## src/rtl/inv_pkg.sv

```systemverilog
// Shared types for the inventory transaction sequencer: command opcodes,
// response status codes and controller states.
package inv_pkg;

    typedef enum logic [1:0] {
        OP_ADD    = 2'd0,
        OP_REMOVE = 2'd1,
        OP_QUERY  = 2'd2,
        OP_CLEAR  = 2'd3
    } op_t;

    typedef enum logic [1:0] {
        ST_OK    = 2'd0,
        ST_SAT   = 2'd1,
        ST_UNDER = 2'd2,
        ST_RSVD  = 2'd3
    } status_t;

    typedef enum logic [1:0] {
        S_IDLE  = 2'd0,
        S_READ  = 2'd1,
        S_WRITE = 2'd2,
        S_RESP  = 2'd3
    } ctrl_state_t;

endpackage

```

## src/rtl/inventory_ctrl_if.sv

```systemverilog
// Command, memory-port and response bundle of the inventory controller.
// The slave side is the controller; the master side is the requester plus memory.
interface inventory_ctrl_if
    import inv_pkg::*;
#(
    parameter int AW = 8,
    parameter int DW = 8
) ();

    logic          cmd_valid;
    logic          cmd_ready;
    op_t           cmd_op;
    logic [AW-1:0] cmd_code;
    logic [DW-1:0] cmd_quant;

    logic          mem_set;
    logic [AW-1:0] mem_address;
    logic [DW-1:0] mem_value;
    logic [DW-1:0] mem_out;

    logic          rsp_valid;
    logic [DW-1:0] rsp_qty;
    status_t       rsp_status;
    logic          busy;

    modport master (
        output cmd_valid, cmd_op, cmd_code, cmd_quant, mem_out,
        input  cmd_ready, mem_set, mem_address, mem_value,
               rsp_valid, rsp_qty, rsp_status, busy
    );

    modport slave (
        input  cmd_valid, cmd_op, cmd_code, cmd_quant, mem_out,
        output cmd_ready, mem_set, mem_address, mem_value,
               rsp_valid, rsp_qty, rsp_status, busy
    );

endinterface

```

## src/rtl/inv_alu.sv

```systemverilog
// Combinational quantity update: saturating add, floor/reject remove,
// query and clear. new_qty equals stock whenever no write is requested.
module inv_alu
    import inv_pkg::*;
#(
    parameter int DW            = 8,
    parameter int STRICT_REMOVE = 0
) (
    input  logic [DW-1:0] stock,
    input  logic [DW-1:0] quant,
    input  op_t           op,
    output logic [DW-1:0] new_qty,
    output status_t       status,
    output logic          write_en
);

    logic [DW:0] sum;

    assign sum = {1'b0, stock} + {1'b0, quant};

    always_comb begin
        new_qty  = stock;
        status   = ST_OK;
        write_en = 1'b0;
        case (op)
            OP_ADD: begin
                write_en = 1'b1;
                if (sum[DW]) begin
                    new_qty = '1;
                    status  = ST_SAT;
                end else begin
                    new_qty = sum[DW-1:0];
                end
            end
            OP_REMOVE: begin
                if (quant <= stock) begin
                    new_qty  = stock - quant;
                    write_en = 1'b1;
                end else begin
                    status = ST_UNDER;
                    // lenient mode floors the entry; strict mode leaves it untouched
                    if (STRICT_REMOVE == 0) begin
                        new_qty  = '0;
                        write_en = 1'b1;
                    end
                end
            end
            OP_CLEAR: begin
                new_qty  = '0;
                write_en = 1'b1;
            end
            default: begin
                new_qty  = stock;
                write_en = 1'b0;
            end
        endcase
    end

endmodule

```

## src/rtl/inventory_ctrl.sv

```systemverilog
// Single-clock read-modify-write sequencer for the inventory memory.
// One command every four cycles: accept, read, write, respond.
//
//   state   | meaning
//   --------+---------------------------------------------------------
//   S_IDLE  | cmd_ready high, waiting for a command
//   S_READ  | address driven, stock captured, update precomputed
//   S_WRITE | mem_set pulsed (unless query / rejected remove)
//   S_RESP  | rsp_valid strobe with resulting quantity and status
module inventory_ctrl
    import inv_pkg::*;
#(
    parameter int AW            = 8,
    parameter int DW            = 8,
    parameter int STRICT_REMOVE = 0
) (
    input  logic          clk,
    input  logic          rst,
    inventory_ctrl_if.slave bus
);

    ctrl_state_t   state;
    op_t           op_q;
    logic [DW-1:0] quant_q;
    logic [DW-1:0] stock_q;
    logic [DW-1:0] value_q;
    logic [AW-1:0] addr_q;
    logic          set_q;
    status_t       status_q;
    logic          rsp_valid_q;
    logic [DW-1:0] rsp_qty_q;
    status_t       rsp_status_q;
    logic          busy_q;

    logic [DW-1:0] alu_new;
    status_t       alu_status;
    logic          alu_wen;

    // Update is computed from the live read data so the write strobe can be registered.
    inv_alu #(
        .DW            (DW),
        .STRICT_REMOVE (STRICT_REMOVE)
    ) u_alu (
        .stock    (bus.mem_out),
        .quant    (quant_q),
        .op       (op_q),
        .new_qty  (alu_new),
        .status   (alu_status),
        .write_en (alu_wen)
    );

    always_ff @(posedge clk) begin
        if (rst) begin
            state        <= S_IDLE;
            op_q         <= OP_ADD;
            quant_q      <= '0;
            stock_q      <= '0;
            value_q      <= '0;
            addr_q       <= '0;
            set_q        <= 1'b0;
            status_q     <= ST_OK;
            rsp_valid_q  <= 1'b0;
            rsp_qty_q    <= '0;
            rsp_status_q <= ST_OK;
            busy_q       <= 1'b0;
        end else begin
            case (state)
                S_IDLE: begin
                    rsp_valid_q <= 1'b0;
                    if (bus.cmd_valid) begin
                        op_q    <= bus.cmd_op;
                        addr_q  <= bus.cmd_code;
                        quant_q <= bus.cmd_quant;
                        busy_q  <= 1'b1;
                        state   <= S_READ;
                    end
                end
                S_READ: begin
                    stock_q  <= bus.mem_out;
                    value_q  <= alu_new;
                    status_q <= alu_status;
                    set_q    <= alu_wen;
                    state    <= S_WRITE;
                end
                S_WRITE: begin
                    set_q        <= 1'b0;
                    rsp_valid_q  <= 1'b1;
                    rsp_qty_q    <= set_q ? value_q : stock_q;
                    rsp_status_q <= status_q;
                    state        <= S_RESP;
                end
                S_RESP: begin
                    rsp_valid_q <= 1'b0;
                    busy_q      <= 1'b0;
                    addr_q      <= '0;
                    state       <= S_IDLE;
                end
                default: begin
                    state <= S_IDLE;
                end
            endcase
        end
    end

    // Reset masks ready and the write strobe in the same cycle it is asserted.
    assign bus.cmd_ready   = (state == S_IDLE) && !rst;
    assign bus.mem_set     = set_q && !rst;
    assign bus.mem_address = addr_q;
    assign bus.mem_value   = value_q;
    assign bus.rsp_valid   = rsp_valid_q;
    assign bus.rsp_qty     = rsp_qty_q;
    assign bus.rsp_status  = rsp_status_q;
    assign bus.busy        = busy_q;

endmodule

```

## src/flat_wrapper.sv

```systemverilog
// flat-port wrapper written by rule: the top's interface ports become plain ports
module inventory_ctrl_flat import inv_pkg::*;
#(
    parameter int AW            = 8,
    parameter int DW            = 8,
    parameter int STRICT_REMOVE = 0
)
  (clk, rst, bus_cmd_valid, bus_cmd_op, bus_cmd_code, bus_cmd_quant, bus_mem_out, bus_cmd_ready, bus_mem_set, bus_mem_address, bus_mem_value, bus_rsp_valid, bus_rsp_qty, bus_rsp_status, bus_busy);
  inventory_ctrl_if #(.AW(AW), .DW(DW)) bus_i ();
  input  logic clk;
  input  logic rst;
  input wire logic [$bits(bus_i.cmd_valid)-1:0] bus_cmd_valid;
  input wire logic [$bits(bus_i.cmd_op)-1:0] bus_cmd_op;
  input wire logic [$bits(bus_i.cmd_code)-1:0] bus_cmd_code;
  input wire logic [$bits(bus_i.cmd_quant)-1:0] bus_cmd_quant;
  input wire logic [$bits(bus_i.mem_out)-1:0] bus_mem_out;
  output wire logic [$bits(bus_i.cmd_ready)-1:0] bus_cmd_ready;
  output wire logic [$bits(bus_i.mem_set)-1:0] bus_mem_set;
  output wire logic [$bits(bus_i.mem_address)-1:0] bus_mem_address;
  output wire logic [$bits(bus_i.mem_value)-1:0] bus_mem_value;
  output wire logic [$bits(bus_i.rsp_valid)-1:0] bus_rsp_valid;
  output wire logic [$bits(bus_i.rsp_qty)-1:0] bus_rsp_qty;
  output wire logic [$bits(bus_i.rsp_status)-1:0] bus_rsp_status;
  output wire logic [$bits(bus_i.busy)-1:0] bus_busy;
  assign bus_i.cmd_valid = bus_cmd_valid;
  assign bus_i.cmd_op = bus_cmd_op;
  assign bus_i.cmd_code = bus_cmd_code;
  assign bus_i.cmd_quant = bus_cmd_quant;
  assign bus_i.mem_out = bus_mem_out;
  assign bus_cmd_ready = bus_i.cmd_ready;
  assign bus_mem_set = bus_i.mem_set;
  assign bus_mem_address = bus_i.mem_address;
  assign bus_mem_value = bus_i.mem_value;
  assign bus_rsp_valid = bus_i.rsp_valid;
  assign bus_rsp_qty = bus_i.rsp_qty;
  assign bus_rsp_status = bus_i.rsp_status;
  assign bus_busy = bus_i.busy;
  inventory_ctrl #(.AW(AW), .DW(DW), .STRICT_REMOVE(STRICT_REMOVE)) u_core (.clk(clk), .rst(rst), .bus(bus_i));
endmodule
```

## config.mk

```make
export PLATFORM = sky130hd
export DESIGN_NAME = inventory_ctrl_flat
export DESIGN_NICKNAME = d
export VERILOG_FILES = /design/src/rtl/inv_pkg.sv /design/src/rtl/inventory_ctrl_if.sv /design/src/rtl/inv_alu.sv /design/src/rtl/inventory_ctrl.sv /design/src/flat_wrapper.sv
export SDC_FILE = /design/constraint.sdc
export NUM_CORES = 1
export LEC_CHECK = 0
export ABC_CLOCK_PERIOD_IN_PS = 3250
export BUFFER_PORTS_ARGS = -buffer_cell sky130_fd_sc_hd__buf_2
export CAP_MARGIN = 20
export CORE_MARGIN = 2
export CORE_UTILIZATION = 35
export CTS_CLUSTER_SIZE = 24
export DETAILED_ROUTE_END_ITERATION = 8
export GPL_TIMING_DRIVEN = 0
export HOLD_SLACK_MARGIN = 0.03
export PLACE_DENSITY_LB_ADDON = 0.1
export SLEW_MARGIN = 20
export SYNTH_ARGS = -nofsm -noshare
export SYNTH_HDL_FRONTEND = slang
export SYNTH_SLANG_ARGS = --single-unit
```

## constraint.sdc

```tcl
create_clock -name clk -period 3.25 [get_ports clk]
set_input_delay 0 -clock clk [delete_from_list [all_inputs] [get_ports clk]]
set_output_delay 0 -clock clk [all_outputs]
set_load 0.05 [all_outputs]
```

==> results of run 1 <==
==> cell usage in the layout (no fill, tap or decap), types with 2 or more instances in the layout <==
cell            n
fa_1            2
and2_1          2
xnor2_1         2
nor3_1          5
inv_1          22
a211oi_1       11
o21bai_1        4
dfxtp_1        51
a211o_1         4
nand3_1         2
nor2b_1         8
xor2_1          2
ha_1           20
clkbuf_1       14
clkbuf_8        5
o21ai_0         8
o32ai_1         6
nor2_1         45
a21oi_1        27
o21ai_1         4
nand2_1        30
a22oi_1         8
mux2i_1        21
nand2b_1        4
dlygate4sd3_1  25
buf_2          61
a311oi_1        2
==> worst paths after layout <==
path                                               from                 endpoint  slack, ns  cells past startpoint
worst min-delay path                     bus_mem_out[7]        u_core.stock_q[7]       0.03                      3
worst max-delay path                     bus_mem_out[0]  u_core.bus.mem_value[4]       0.82                     10
worst max register to register        u_core.quant_q[0]  u_core.bus.mem_value[4]       0.85                      8
worst min register to register  u_core.bus.mem_value[2]  u_core.bus.mem_value[2]       0.48                      2
==> sequential cells by signal, indices dropped and copies added (netlist names), 2 cells and up <==
register                flops
u_core.bus.mem_address      8
u_core.bus.mem_value        8
u_core.bus.rsp_qty          8
u_core.bus.rsp_status       2
u_core.op_q                 2
u_core.quant_q              8
u_core.state                2
u_core.status_q             2
u_core.stock_q              8
==> worst min-delay path, stage by stage <==
cell and delay [ns]:
buf_2 0.14, mux2i_1 0.08, nor2_1 0.09
==> what timing repair did <==
item	in CTS	in global routing
endpoints found under the hold margin	25	0
hold buffers	25	0
resized for setup	0	0
buffers inserted	0	0
==> through the flow <==
step / power (mW) / std cells / instance area (µm²) / hold slack, ns
after global routing: 3.12 / 524 / 3550 / 0.0711
after global placement: 2.48 / 491 / 3210 / 0.239
final: 2.90 / 524 / 3550 / 0.0324
after CTS: 2.92 / 524 / 3550 / 0.0493
after detailed placement: 2.49 / 491 / 3210 / 0.243
after floorplan: 2.13 / 332 / 2790 / 0.136
==> Yosys cell counts (2+ instances only) <==
| master | count | area (µm²) |
|---|---|---|
| o21bai_1 | 4 | 30.0 |
| and2_1 | 2 | 12.5 |
| a211o_1 | 4 | 35.0 |
| a211oi_1 | 11 | 82.6 |
| nand3_1 | 2 | 10.0 |
| nand2b_1 | 4 | 25.0 |
| a21oi_1 | 27 | 135 |
| fa_1 | 2 | 40.0 |
| xnor2_1 | 2 | 17.5 |
| mux2i_1 | 21 | 210 |
| xor2_1 | 2 | 17.5 |
| a311oi_1 | 2 | 17.5 |
| nor2b_1 | 8 | 50.1 |
| nor3_1 | 5 | 25.0 |
| o21ai_1 | 4 | 20.0 |
| nand2_1 | 30 | 113 |
| o21ai_0 | 8 | 40.0 |
| a22oi_1 | 8 | 60.1 |
| ha_1 | 20 | 250 |
| inv_1 | 22 | 82.6 |
| clkbuf_1 | 14 | 52.6 |
| dfxtp_1 | 51 | 1020 |
| buf_2 | 4 | 20.0 |
| nor2_1 | 45 | 169 |
| o32ai_1 | 6 | 52.6 |
==> layer usage <==
| metal | up-vias | global-route usage | share of wire |
|---|---|---|---|
| met3 | 6 | 0.0290 | 0.045 |
| met2 | 54 | 0.275 | 0.45 |
| li1 | 1326 | - | - |
| met1 | 1175 | 0.248 | 0.50 |
| met5 | - | 0 | 0 |
| met4 | 0 | 0.0404 | 0.0077 |
==> power by group <==
part           switching, mW  internal (mW)
registers              0.111          0.801
clock network          0.238          0.159
logic                   1.07          0.522
total                   1.42           1.48
==> cells by family after synthesis <==
logic type | synth area share
AO/OA/AOI/OAI | 0.215
XOR/XNOR | 0.0125
adder cells (fa/ha/maj) | 0.104
buffers and inverters | 0.0596
flip-flops | 0.366
multiplexers | 0.0793
AND/OR/NAND/NOR | 0.164
==> layout make-up <==
type,instances,area (µm²)
Fill cell,805,4180
Clock buffer,5,68.8
Inverter,22,82.6
Timing Repair Buffer,82,536
Tap cell,102,128
Clock inverter,3,27.5
Multi-Input combinational cell,239,1610
Sequential cell,51,1020
Buffer,20,83.8
==> flow_summary_export.csv, run 1 <==
group,metric,value,unit
job,cap_violations,0,
timing,relSlewSlack,0.528,
route,drcViolationCount,0,
floorplanning,die_area,8710,µm²
global_routing,grt_max_degree,19,
hold_path,hold_path_class,"primary input to flop",
critical_path,path_buf_inv,2,
synth,syn-cell-area,2790,µm²
critical_path,crit_path_max_fanout,5,
placement,port_buffers,57,
route,routed_wl,7.40,mm
route,vias,2561,
power_and_ir_drop,ir_drop,264,µV
timing,fmax,0.412,GHz
global_routing,grt_pass1_wl,11.9,mm
timing,rsz0062_at_grt,"no",
timing,fin_crit_sh,0.747,
global_routing,antenna_found_initial,0,
floorplanning,io_pins,59,
synth,synth_edf_count,0,
synth,synth_nets,383,
global_routing,grt_pass1_vias,2335,
outcome,outcome,"complete, no violations",
synth,async_reset_ff_frac,0,
timing,clock_skew,0.00890,ns
route,drtIter0Drc,101,
timing,slew_viol_final,0,
critical_path,required,3.44,ns
floorplanning,core,7730,µm²
clocking,clkSlewWorstSetupHoldPaths,0.10,ns
synth,ys_seq_area_frac,0.366,
critical_path,critPathSlowestCell,"dlygate4sd3_1",
timing,min_period,2.43,ns
finish,syn2layout_area_growth,27.2,%
critical_path,cp.arrival,2.62,ns
global_routing,overflow,0,
clocking,cts_inserted_buffers,5,
finish,num_antenna_cells,0,
finish,drive_gt1_frac,0.178,
floorplanning,initial_core_util,0.361,
critical_path,cp_cell_sequence,"dlygate4sd3_1 -> buf_2 -> ha_1 -> fa_1 -> a21oi_1 -> o21bai_1 -> a211o_1 -> o21ba_1 -> a21oi_1 -> o32ai_1",
timing,fin_setup_tns,0,ns
timing,finalWorstSetupSlack,0.821,ns
timing,finalSetupViolCount,0,
route,drtPass1Iterations,4,
synth,synth_ff_type,"dfxtp_1",
placement,place.gp.congestion,0.863,
power_and_ir_drop,power_density,816,nW/µm²
timing,final_hold_viol_count,0,
placement,post-dp-hpwl,5.61,mm
critical_path,start_kind,"primary input",
critical_path,cpMostUsedCell,"a21oi_1",
synth,yosys_warnings,0,
finish,nets,472,
power_and_ir_drop,leakage,1.49,nW
floorplanning,rows,32,
clocking,clockBufferDepth,2,
finish,final_util,0.460,
clocking,clk_latency,0.31,ns
route,via_per_inst,4.89,
clocking,ctsRootBufferMaster,"clkbuf_8",
placement,pre_cts_slack,0.894,ns
floorplanning,die_h,93.3,µm
floorplanning,die_w,93.3,µm
synth,avgSynthCellArea,8.41,µm²
synth,netlist_instances,332,
critical_path,cp_slowest_stage_delay,0.53,ns
critical_path,worst-setup-path-type,"primary input to flop",
synth,synth_cell_types,49,
synth,ys_seq_elements,51,
route,ant_nets,0,
critical_path,cpLargestDelayFamily,"compound AO/OA/AOI/OAI gates",
critical_path,endpoint_kind,"flop",
global_routing,grt_use_total,0.174,
timing,worst_pin_slew,0.708,ns
clocking,cts.sinks,51,
clocking,cts_tree,"yes",
clocking,htree_num_levels,2,
route,wl_per_cell,14.1,µm
Power figures use the tool's default switching activity.
==> run 2: changes to the inputs <==
ABC_CLOCK_PERIOD_IN_PS = 2400   (was 3250)
clock period = 2.4 ns   (was 3.25 ns; I/O delays follow)
==> run 2 against run 1 <==
  * Core utilization is 0.37 points higher
  * Global-route usage decreased by 0.068 points
  * Die area unchanged
  * Routed wire length grew 0.27%
  * Critical endpoint is now u_core.bus.mem_value[0]
  * Largest power group unchanged
  * Highest routed layer unchanged
==> flow_summary_export.csv, run 2 (synthesized netlist as in run 1, its figures left out) <==
group,metric,value,unit
job,cap_violations,0,
timing,finalWorstSetupSlack,0.0520,ns
timing,worst_pin_slew,0.690,ns
floorplanning,die_h,93.3,µm
route,vias,2570,
route,drtPass1Iterations,4,
finish,final_util,0.463,
outcome,outcome,"complete, no violations",
floorplanning,initial_core_util,0.361,
finish,nets,472,
route,highest_layer,"met4",
global_routing,antenna_found_initial,0,
global_routing,grt_pass1_wl,11.9,mm
global_routing,grt_max_degree,19,
clocking,clkSlewWorstSetupHoldPaths,0.11,ns
floorplanning,io_pins,59,
clocking,cts_setup_buffers,0,
route,route.met3.wl,272,µm
clocking,ctsRootBufferMaster,"clkbuf_8",
clocking,cts_tree,"yes",
timing,min_period,2.35,ns
timing,slew_viol_final,0,
clocking,clockBufferDepth,2,
power_and_ir_drop,switching_share,0.489,
route,routed_wl,7.42,mm
placement,post-dp-hpwl,5.61,mm
critical_path,cp.arrival,2.55,ns
critical_path,crit_end,"u_core.bus.mem_value[0]",
route,m1WireLength,3.79,mm
finish,nFillCells,810,
power_and_ir_drop,leakage,1.50,nW
clocking,htree_num_levels,2,
critical_path,r2r_start,"u_core.quant_q[0]",
timing,fin_setup_tns,0,ns
power_and_ir_drop,clkPwrFrac,0.136,
critical_path,reg2reg_to,"u_core.bus.mem_value[0]",
finish,mostFrequentLayoutCells,"buf_2, dfxtp_1, nor2_1",
timing,fin_crit_sh,0.978,
timing,finalSetupViolCount,0,
route,drcViolationCount,0,
floorplanning,die_w,93.3,µm
critical_path,start_kind,"flop",
timing,fmax,0.426,GHz
route,via_per_inst,4.90,
placement,pre_cts_slack,0.0443,ns
critical_path,endpoint_kind,"flop",
critical_path,crit_path_max_fanout,5,
power_and_ir_drop,internal-power,2.02,mW
finish,layout_commonest_cell,"buf_2",
finish,num_antenna_cells,0,
placement,port_buffers,57,
power_and_ir_drop,seq_power_share,0.312,
timing,final_hold_viol_count,0,
floorplanning,die_area,8710,µm²
clocking,clk_latency,0.31,ns
floorplanning,rows,32,
timing,relSlewSlack,0.540,
hold_path,hold_path_class,"primary input to flop",
floorplanning,core,7730,µm²
finish,drive_gt1_frac,0.192,
critical_path,worst-setup-path-type,"flop to flop",
clocking,cts.sinks,51,
route,ant_nets,0,
power_and_ir_drop,ir_drop,363,µV
critical_path,r2r_slack,0.05,ns
global_routing,overflow,0,
timing,rsz0062_at_grt,"yes",
route,route.met2.wl,3.28,mm
clocking,cts_inserted_buffers,5,
power_and_ir_drop,total_power,3.95,mW
power_and_ir_drop,power_density,1100,nW/µm²
global_routing,grt_pass1_vias,2334,
finish,syn2layout_area_growth,28.2,%
route,drtIter0Drc,119,
finish,multi_input_area,1630,µm²
placement,place.gp.congestion,0.863,
critical_path,required,2.60,ns
power_and_ir_drop,power_frac_comb,0.551,
finish,regArea,1020,µm²
critical_path,reg2regPathDepth,8,
power_and_ir_drop,switching_power,1.94,mW
critical_path,critPathLaunch,"u_core.quant_q[0]",
global_routing,grt_use_total,0.174,
route,wl_per_cell,14.2,µm
timing,clock_skew,0.00835,ns
-- run 2: cell count changes in the layout (fill, tap and decap cells not counted), moves of 2 or more --
cell,before,now
nor3_1,5,3
a21oi_2,1,3
nor3_2,0,2
a21oi_1,27,25
-- run 2: cell type report --
| class | instances | share of cell area |
|---|---|---|
| clock buffers | 5 | 0.0192 |
| inverters | 22 | 0.0231 |
| multi-input cells | 239 | 0.456 |
| flip-flops and latches | 51 | 0.285 |
| plain buffers | 20 | 0.0241 |
| repair buffers | 82 | 0.150 |
| well taps | 102 | 0.0356 |
| clock inverters | 3 | 0.00769 |
-- run 2: power by group through the flow --
stage | sequential (mW) | combinational, mW | clock [mW]
final | 1.23 | 2.18 | 0.540
after global routing | 1.27 | 2.39 | 0.600
after CTS | 1.24 | 2.16 | 0.558
after detailed placement | 1.26 | 2.12 | 0
after global placement | 1.25 | 2.11 | 0
after floorplan | 1.74 | 1.14 | 0
-- run 2: metrics by stage --
stage,hold WS (ns),area (µm²),std cells
finish,0.0373,3580,524
global route,0.0711,3580,524
CTS,0.0493,3550,524
detailed placement,0.243,3210,491
global placement,0.239,3210,491
floorplan,0.136,2790,332
-- run 2: worst min-delay path by stage --
| stage | cells past startpoint | from | to | slack [ns] |
|---|---|---|---|---|
| 6_report | 3 | bus_mem_out[7] | u_core.stock_q[7] | 0.04 |
| 5_1_grt | 3 | bus_mem_out[7] | u_core.stock_q[7] | 0.07 |
| 4_1_cts | 3 | bus_mem_out[7] | u_core.stock_q[7] | 0.05 |
| 3_5_place_dp | 3 | bus_cmd_code[7] | u_core.bus.mem_address[7] | 0.24 |
| 3_3_place_gp | 3 | bus_cmd_code[1] | u_core.bus.mem_address[1] | 0.24 |
| 2_1_floorplan | 2 | bus_cmd_quant[2] | u_core.quant_q[2] | 0.14 |
-- run 2: metal layers --
metal | vias up | global-route usage
met3 | 8 | 0.0290
met5 | - | 0
li1 | 1329 | -
met1 | 1186 | 0.247
met4 | 0 | 0.0404
met2 | 47 | 0.274
-- run 2: what timing repair did --
item / 4_1_cts / 5_1_grt
endpoints found under the hold margin: 25 / 0
hold buffers: 25 / 0
setup endpoints to repair: 0 / 5
resized for setup: 0 / 8
-- run 2: critical path, cell delays in order (launching register included) --
cell      delay (ns)
dfxtp_1         0.34
ha_1            0.21
fa_1            0.44
a21oi_2         0.19
o21bai_1        0.12
a211o_1         0.40
and2_1          0.20
o32ai_1         0.27
nor2_1          0.06
